[config.mk]
export PLATFORM = sky130hd
export DESIGN_NAME = conf_int_mac__apx_pipe__w_wrapper
export DESIGN_NICKNAME = d
export VERILOG_FILES = /design/src/rtl/conf_int_mac__apx_pipe__w_wrapper.sv
export SDC_FILE = /design/constraint.sdc
export NUM_CORES = 2
export LEC_CHECK = 0
export BUFFER_PORTS_ARGS = -buffer_cell sky130_fd_sc_hd__buf_2
export CELL_PAD_IN_SITES_DETAIL_PLACEMENT = 1
export CELL_PAD_IN_SITES_GLOBAL_PLACEMENT = 1
export CORE_AREA = 2 2 250 252
export CTS_CLUSTER_SIZE = 12
export DETAILED_ROUTE_END_ITERATION = 7
export DIE_AREA = 0 0 252 254
export GPL_ROUTABILITY_DRIVEN = 0
export GPL_TIMING_DRIVEN = 0
export HOLD_SLACK_MARGIN = 0.15
export PLACE_DENSITY_LB_ADDON = 0.1
export SETUP_SLACK_MARGIN = 0.3
export SLEW_MARGIN = 10
export SYNTH_ARGS = -nofsm -noshare
export SYNTH_HDL_FRONTEND = slang
export SYNTH_SLANG_ARGS = --single-unit
[constraint.sdc]
create_clock -name clk -period 10.2 [get_ports clk]
set_clock_uncertainty 0.2 [all_clocks]
set_input_delay 3.06 -clock clk [delete_from_list [all_inputs] [get_ports clk]]
set_output_delay 3.06 -clock clk [all_outputs]
set_load 0.005 [all_outputs]
[src/rtl/conf_int_mac__apx_pipe__w_wrapper.sv]
// Signed MAC: TAPS operand pairs -> one shifted, saturated dot-product result, with optional LSB-truncating approx mode.
// Latency: result valid 3 edges after the last beat is accepted; operand reg -> product reg -> accumulator.
// Backpressure: input stalls (in_ready=0) from the last beat until the held result is taken via out_ready.
module conf_int_mac__apx_pipe__w_wrapper #(
    parameter int DATA_PATH_BITWIDTH = 24,
    parameter int APX_BITS           = 8,
    parameter int TAPS               = 8,
    parameter int OUT_BITWIDTH       = 32,
    parameter int OUT_SHIFT          = 8
) (
    input  logic                          clk,
    input  logic                          racc,
    input  logic                          rstP,
    input  logic                          rapx,
    input  logic                          in_valid,
    output logic                          in_ready,
    input  logic [DATA_PATH_BITWIDTH-1:0] a,
    input  logic [DATA_PATH_BITWIDTH-1:0] b,
    output logic                          out_valid,
    input  logic                          out_ready,
    output logic [OUT_BITWIDTH-1:0]       p,
    output logic                          sat,
    output logic                          busy
);
    localparam int W     = DATA_PATH_BITWIDTH;
    localparam int CNT_W = $clog2(TAPS);
    localparam int ACC_W = 2*W + $clog2(TAPS);

    localparam logic [1:0] ST_ACCUM = 2'd0;
    localparam logic [1:0] ST_FLUSH = 2'd1;
    localparam logic [1:0] ST_HOLD  = 2'd2;

    localparam logic [CNT_W-1:0] LAST_TAP = CNT_W'(TAPS-1);
    localparam logic [W-1:0]     APX_MASK = {W{1'b1}} << APX_BITS;

    localparam logic signed [ACC_W-1:0] P_MAX =
        {{(ACC_W-OUT_BITWIDTH+1){1'b0}}, {(OUT_BITWIDTH-1){1'b1}}};
    localparam logic signed [ACC_W-1:0] P_MIN =
        {{(ACC_W-OUT_BITWIDTH+1){1'b1}}, {(OUT_BITWIDTH-1){1'b0}}};

    logic [1:0]               state;
    logic [CNT_W-1:0]         tap_cnt;
    logic                     apx_q;
    logic                     op_vld;
    logic signed [W-1:0]      op_a;
    logic signed [W-1:0]      op_b;
    logic                     prod_vld;
    logic signed [2*W-1:0]    prod;
    logic signed [ACC_W-1:0]  acc;

    logic                     accept;
    logic                     cur_apx;
    logic [W-1:0]             op_mask;
    logic signed [ACC_W-1:0]  prod_ext;
    logic signed [ACC_W-1:0]  r;
    logic [OUT_BITWIDTH-1:0]  p_nxt;
    logic                     sat_nxt;

    assign in_ready  = (state == ST_ACCUM);
    assign out_valid = (state == ST_HOLD);
    assign busy      = (tap_cnt != '0) || (state != ST_ACCUM);
    assign accept    = in_valid && in_ready;

    // Mode is taken live on the first beat, then from the latched copy for the rest of the group.
    assign cur_apx  = (tap_cnt == '0) ? rapx : apx_q;
    assign op_mask  = cur_apx ? APX_MASK : {W{1'b1}};
    assign prod_ext = {{(ACC_W-2*W){prod[2*W-1]}}, prod};
    assign r        = acc >>> OUT_SHIFT;

    always_comb begin
        p_nxt   = r[OUT_BITWIDTH-1:0];
        sat_nxt = 1'b0;
        if (r > P_MAX) begin
            p_nxt   = P_MAX[OUT_BITWIDTH-1:0];
            sat_nxt = 1'b1;
        end else if (r < P_MIN) begin
            p_nxt   = P_MIN[OUT_BITWIDTH-1:0];
            sat_nxt = 1'b1;
        end
    end

    always_ff @(posedge clk or posedge racc) begin
        if (racc) begin
            state    <= ST_ACCUM;
            tap_cnt  <= '0;
            apx_q    <= 1'b0;
            op_vld   <= 1'b0;
            op_a     <= '0;
            op_b     <= '0;
            prod_vld <= 1'b0;
            prod     <= '0;
            acc      <= '0;
            p        <= '0;
            sat      <= 1'b0;
        end else if (rstP) begin
            state    <= ST_ACCUM;
            tap_cnt  <= '0;
            apx_q    <= 1'b0;
            op_vld   <= 1'b0;
            op_a     <= '0;
            op_b     <= '0;
            prod_vld <= 1'b0;
            prod     <= '0;
            acc      <= '0;
            p        <= '0;
            sat      <= 1'b0;
        end else begin
            op_vld   <= accept;
            prod_vld <= op_vld;
            if (accept) begin
                op_a <= a & op_mask;
                op_b <= b & op_mask;
                if (tap_cnt == '0) begin
                    apx_q <= rapx;
                end
            end
            if (op_vld) begin
                prod <= op_a * op_b;
            end
            if (state == ST_HOLD && out_ready) begin
                acc <= '0;
            end else if (prod_vld) begin
                acc <= acc + prod_ext;
            end

            case (state)
                ST_ACCUM: begin
                    if (accept) begin
                        if (tap_cnt == LAST_TAP) begin
                            tap_cnt <= '0;
                            state   <= ST_FLUSH;
                        end else begin
                            tap_cnt <= tap_cnt + 1'b1;
                        end
                    end
                end
                ST_FLUSH: begin
                    // Both pipeline stages empty means the last product is already in acc.
                    if (!op_vld && !prod_vld) begin
                        p     <= p_nxt;
                        sat   <= sat_nxt;
                        state <= ST_HOLD;
                    end
                end
                ST_HOLD: begin
                    if (out_ready) begin
                        state <= ST_ACCUM;
                    end
                end
                default: state <= ST_ACCUM;
            endcase
        end
    end
endmodule
Word level (Yosys, flattened, before mapping) --
Cells that the tools add are included.
Word-level totals: flip-flop bits (word level) 188, output and inout bits 36, word-level logic and storage cells 79
Operators by class: add/subtract/negate cells 2, $mul 1, magnitude comparators 2, equality and inequality tests 7, muxes and demuxes 35, bitwise operators 2, reduce and logical (&&, ||, !) cells 19
Operators by type and width (count):
- $mux W32 | 5
- $mux W51 | 3
- $mux W24 | 4
- $mux W48 | 2
- $add A51 B48 Y51 | 1
- $and A24 B24 Y24 | 2
- $mul A24 B24 Y48 | 1
- $gt A43 B32 Y1 const B | 1
- $lt A43 B32 Y1 const B | 1
- $mux W3 | 4
- $reduce_bool A2 Y1 | 6
- $mux W1 | 10
- $mux W2 | 5
- $ne A3 B2 Y1 const B | 3
- $mux W8 | 1
- $pmux W2 S3 | 1
- $reduce_bool A3 Y1 | 2
- $reduce_and A2 Y1 | 2
- $reduce_and A4 Y1 | 1
- $add A3 B1 Y3 const B | 1
- $eq A3 B3 Y1 const B | 1
- $logic_and A1 B1 Y1 | 3
- $logic_not A3 Y1 | 1
- $ne A3 B3 Y1 const B | 1
- other kinds (5) | 6

Longest topological paths before layout --
depth in word-level cells 6, depth in mapped cells 27, mapped depth without buffers 26

Worst setup path before layout --
No wires, ideal clock.
path type register -> register, from register op_a[23], to register prod[42], setup time 126 ps, arrival 6962 ps, setup slack 2912 ps, cell stages (with the launch flop) 26, path buffers 1, clock period less this slack 7288 ps, path through dfrtp_1 -> clkbuf_1 -> nand2_1 -> inv_1 -> fa_1 -> fa_1 -> inv_1 -> fa_1 -> inv_1 -> fa_1 -> fa_1 -> fa_1 -> inv_1 -> fa_1 -> inv_1 -> ha_1 -> a21o_1 -> a21o_1 -> a21o_1 -> a21o_1 -> a21o_1 -> or3_1 -> o211a_1 -> a21oi_1 -> nor4_1 -> a311o_1
On the way: cells in the longest elaborated chain, start to end 3
RTL lines:
- from (decl) | line 45 | logic signed [W-1:0] op_a;
- from (signal assigned) | line 111 | op_a <= a & op_mask;
- $mul A24 B24 Y48 | line 118 | prod <= op_a * op_b;
- $mux W48 | line 117 | if (op_vld) begin
- $mux W48 | line 95 | end else if (rstP) begin
- to (signal assigned) | line 118
- to (decl) | line 48 | logic signed [2*W-1:0] prod;
No other way between the ends. The select of a mux whose other input is x is not followed. A chain may end at the register's enable or synchronous reset.

Worst setup path after layout --
from register op_a[23], to register prod[47]
Same word-level chain as after synthesis.

==> metrics.txt <==
status finished clean; DP Worst Slack 1.571 ns; ys async rst share 100.0%; Seq/Total Area, Yosys 15.13%; number of buffers created by CTS 17; routed wire length 101,400 um; internal power 1628 uW; Iteration-0 DRC Markers 1,365; HP Class register to register; CTS clk-pin slew, worst paths 0.08 ns; number of remaining DRC errors 0; CTS HTree Levels 4; Std-Cell Rows 91; hold slack final 0.2829 ns; die height 254 um; crit start category register; CTS tree done; PortBufs 89; worst-case clock buffer depth 2; routed len/inst 23.76 um; CTS Root Cell clkbuf_16; routed vias 24,070; P_leak 0.01708 uW; ANT nets after route 0; NumNets Final 4,315; Post-Synthesis Cells 3,356; Synth Flop Type dfrtp_1; critical path peak fanout 10; Clock Sinks 188; mean post-synth cell area 9.266 um2; gr usage total 33.75%; TritonRoute pass-1 iters 5; final worst setup slack 1.400 ns; combinational share of power 48.5%; die area 0.06401 mm2; Sequential Power Share 28.7%; Data arrival, critical path 8.96 ns; area leader, netlist fa_1; Setup crit end kind register; worst-skew pair later-pin latency 0.47 ns; Ports 90; CP max stage cell fa_1; Max VDD drop 146.4 uV; Hold Vio Cnt, Final 0; top-area cell type share of the netlist area 39.14%; Post-synth EDFFs 0; share of cells above drive strength 1 4.255%; WP data required 10.36 ns; initial antenna violation count 3; Hold Crit Depth 2; commonest cells after routing, fill and taps aside inv_1 (615), fa_1 (608), nand2_1 (452); HPWL Detailed 86,760 um; via/cell ratio 5.637; Top Family by Delay on Critical Path adder cells; Net Sw Frac 44.38%; fin crit period 8.800 ns; clock share of power 22.8%; core footprint 0.06126 mm2; syn nets 4,205; register bit total from synthesis 188; Bufs and invs on worst path 7; fmax 0.1136 GHz; Area contributors post-synth fa_1 (39%), dfrtp_1 (15%), ha_1 (7.5%); commonest non-fill, non-tap cell in the layout inv_1; vias in the first global route 27,590; pwr/cell area 88.30 mW/mm2; worst-margin pin slew 1.033 ns; cell repeated most along the worst path fa_1; Crit path depth 25; Setup CP Type register to register; Post-CTS Hold Fix Bufs 0; mapped cell area 0.03110 mm2; # Post-CTS Setup Buffers 0; Die Width 252 um; synth warn 0; Initial Util 50.76%; first-pass GRT wire length 162,400 um; r2r worst-path depth 25; GRT overflow 0; Rel. slew slack 31.12%; sw power 1299 uW; post-CTS resize count 0; Netlist cell types 75; Slew Limit Fails 0; P&R area growth vs syn 6.587%; fin crit share 86.27%; RSZ-0062 raised after global routing false; largest net degree at the start of global routing 99; CP max stage delay 0.77 ns; max cap viols 0; setup violators final 0
## flip-flops by register name, indices dropped and copies added, names as in the netlist
register and count:
prod 48, acc 51, apx_q 1, prod_vld 1, op_a 24, sat 1
state 2, p 32, op_vld 1, tap_cnt 3, op_b 24
## worst min-delay path, cell delays in order (launching register included)
cell	delay (ns)
dfrtp_1	0.35
nand2_1	0.05
o21ai_0	0.06
## cells in the mapped netlist (17+ instances only)
master,number
a21o_1,46
a21oi_1,133
xor2_1,25
fa_1,608
mux2i_1,66
o21ai_0,87
ha_1,187
nor2_1,169
a22o_1,17
dfrtp_1,188
inv_1,616
nand3_1,33
clkbuf_1,141
and2_1,270
nand2_1,452
xnor2_1,56
## final cells by class
cell class / count / area (um2)
multi-input cells: 2392 / 23480
plain buffers: 159 / 613.1
diodes: 1 / 2.502
clock buffers: 18 / 429.2
fillers: 7160 / 28110
clock inverters: 13 / 127.6
inverters: 617 / 2323
well taps: 790 / 988.4
repair buffers: 91 / 480.5
flip-flops and latches: 188 / 4705
## cells by family after synthesis
| logic type | after synthesis | share of synthesized area [%] |
|---|---|---|
| simple gates | 1039 | 15.87 |
| fa+ha+maj | 795 | 46.67 |
| buf+inv | 776 | 9.419 |
| compound gates | 410 | 8.478 |
| flops | 188 | 15.13 |
| xor+xnor | 81 | 2.281 |
| mux | 67 | 2.161 |
## routing by layer
metal  GRT usage (%)  vias up  wire (um)  part of all wire [%]
li1                -    10560          -                     -
met1           44.07    12620      42120                    42
met2           57.06      694      49330                    49
met3           4.435      184       5289                   5.2
met4           13.86        6       4655                   4.6
met5               0        -         42                 0.041
## final timing paths
| path | to | start | slack, ns |
|---|---|---|---|
| setup reg to reg | prod[47] | op_a[23] | 1.40 |
| setup / recovery | prod[47] | op_a[23] | 1.40 |
| hold / removal | p[3] | p[3] | 0.28 |
| hold reg to reg | p[3] | p[3] | 0.28 |
| max in group asynchronous | prod[43] | racc | 6.36 |
| min in group asynchronous | acc[4] | racc | 2.48 |
## metrics by stage
step	setup TNS, ns	cell area, um2	util, %	power (uW)	std cells
after floorplan	0	31100	-	1738	3356
after global placement	-76.37	32530	53.10	2185	4235
after detailed placement	0	32580	53.18	2236	4237
after CTS	0	33140	54.09	2933	4268
after global routing	0	33140	54.10	3114	4268
final	0	33140	54.11	2927	4269
## power groups by stage
stage	sequential [uW]	clock [uW]	combinational (uW)
2_1_floorplan	820	0	918
5_1_grt	843	707	1560
3_3_place_gp	850	0	1330
3_5_place_dp	852	0	1380
6_report	840	667	1420
4_1_cts	838	682	1410
(Power assumes the default switching activity.)
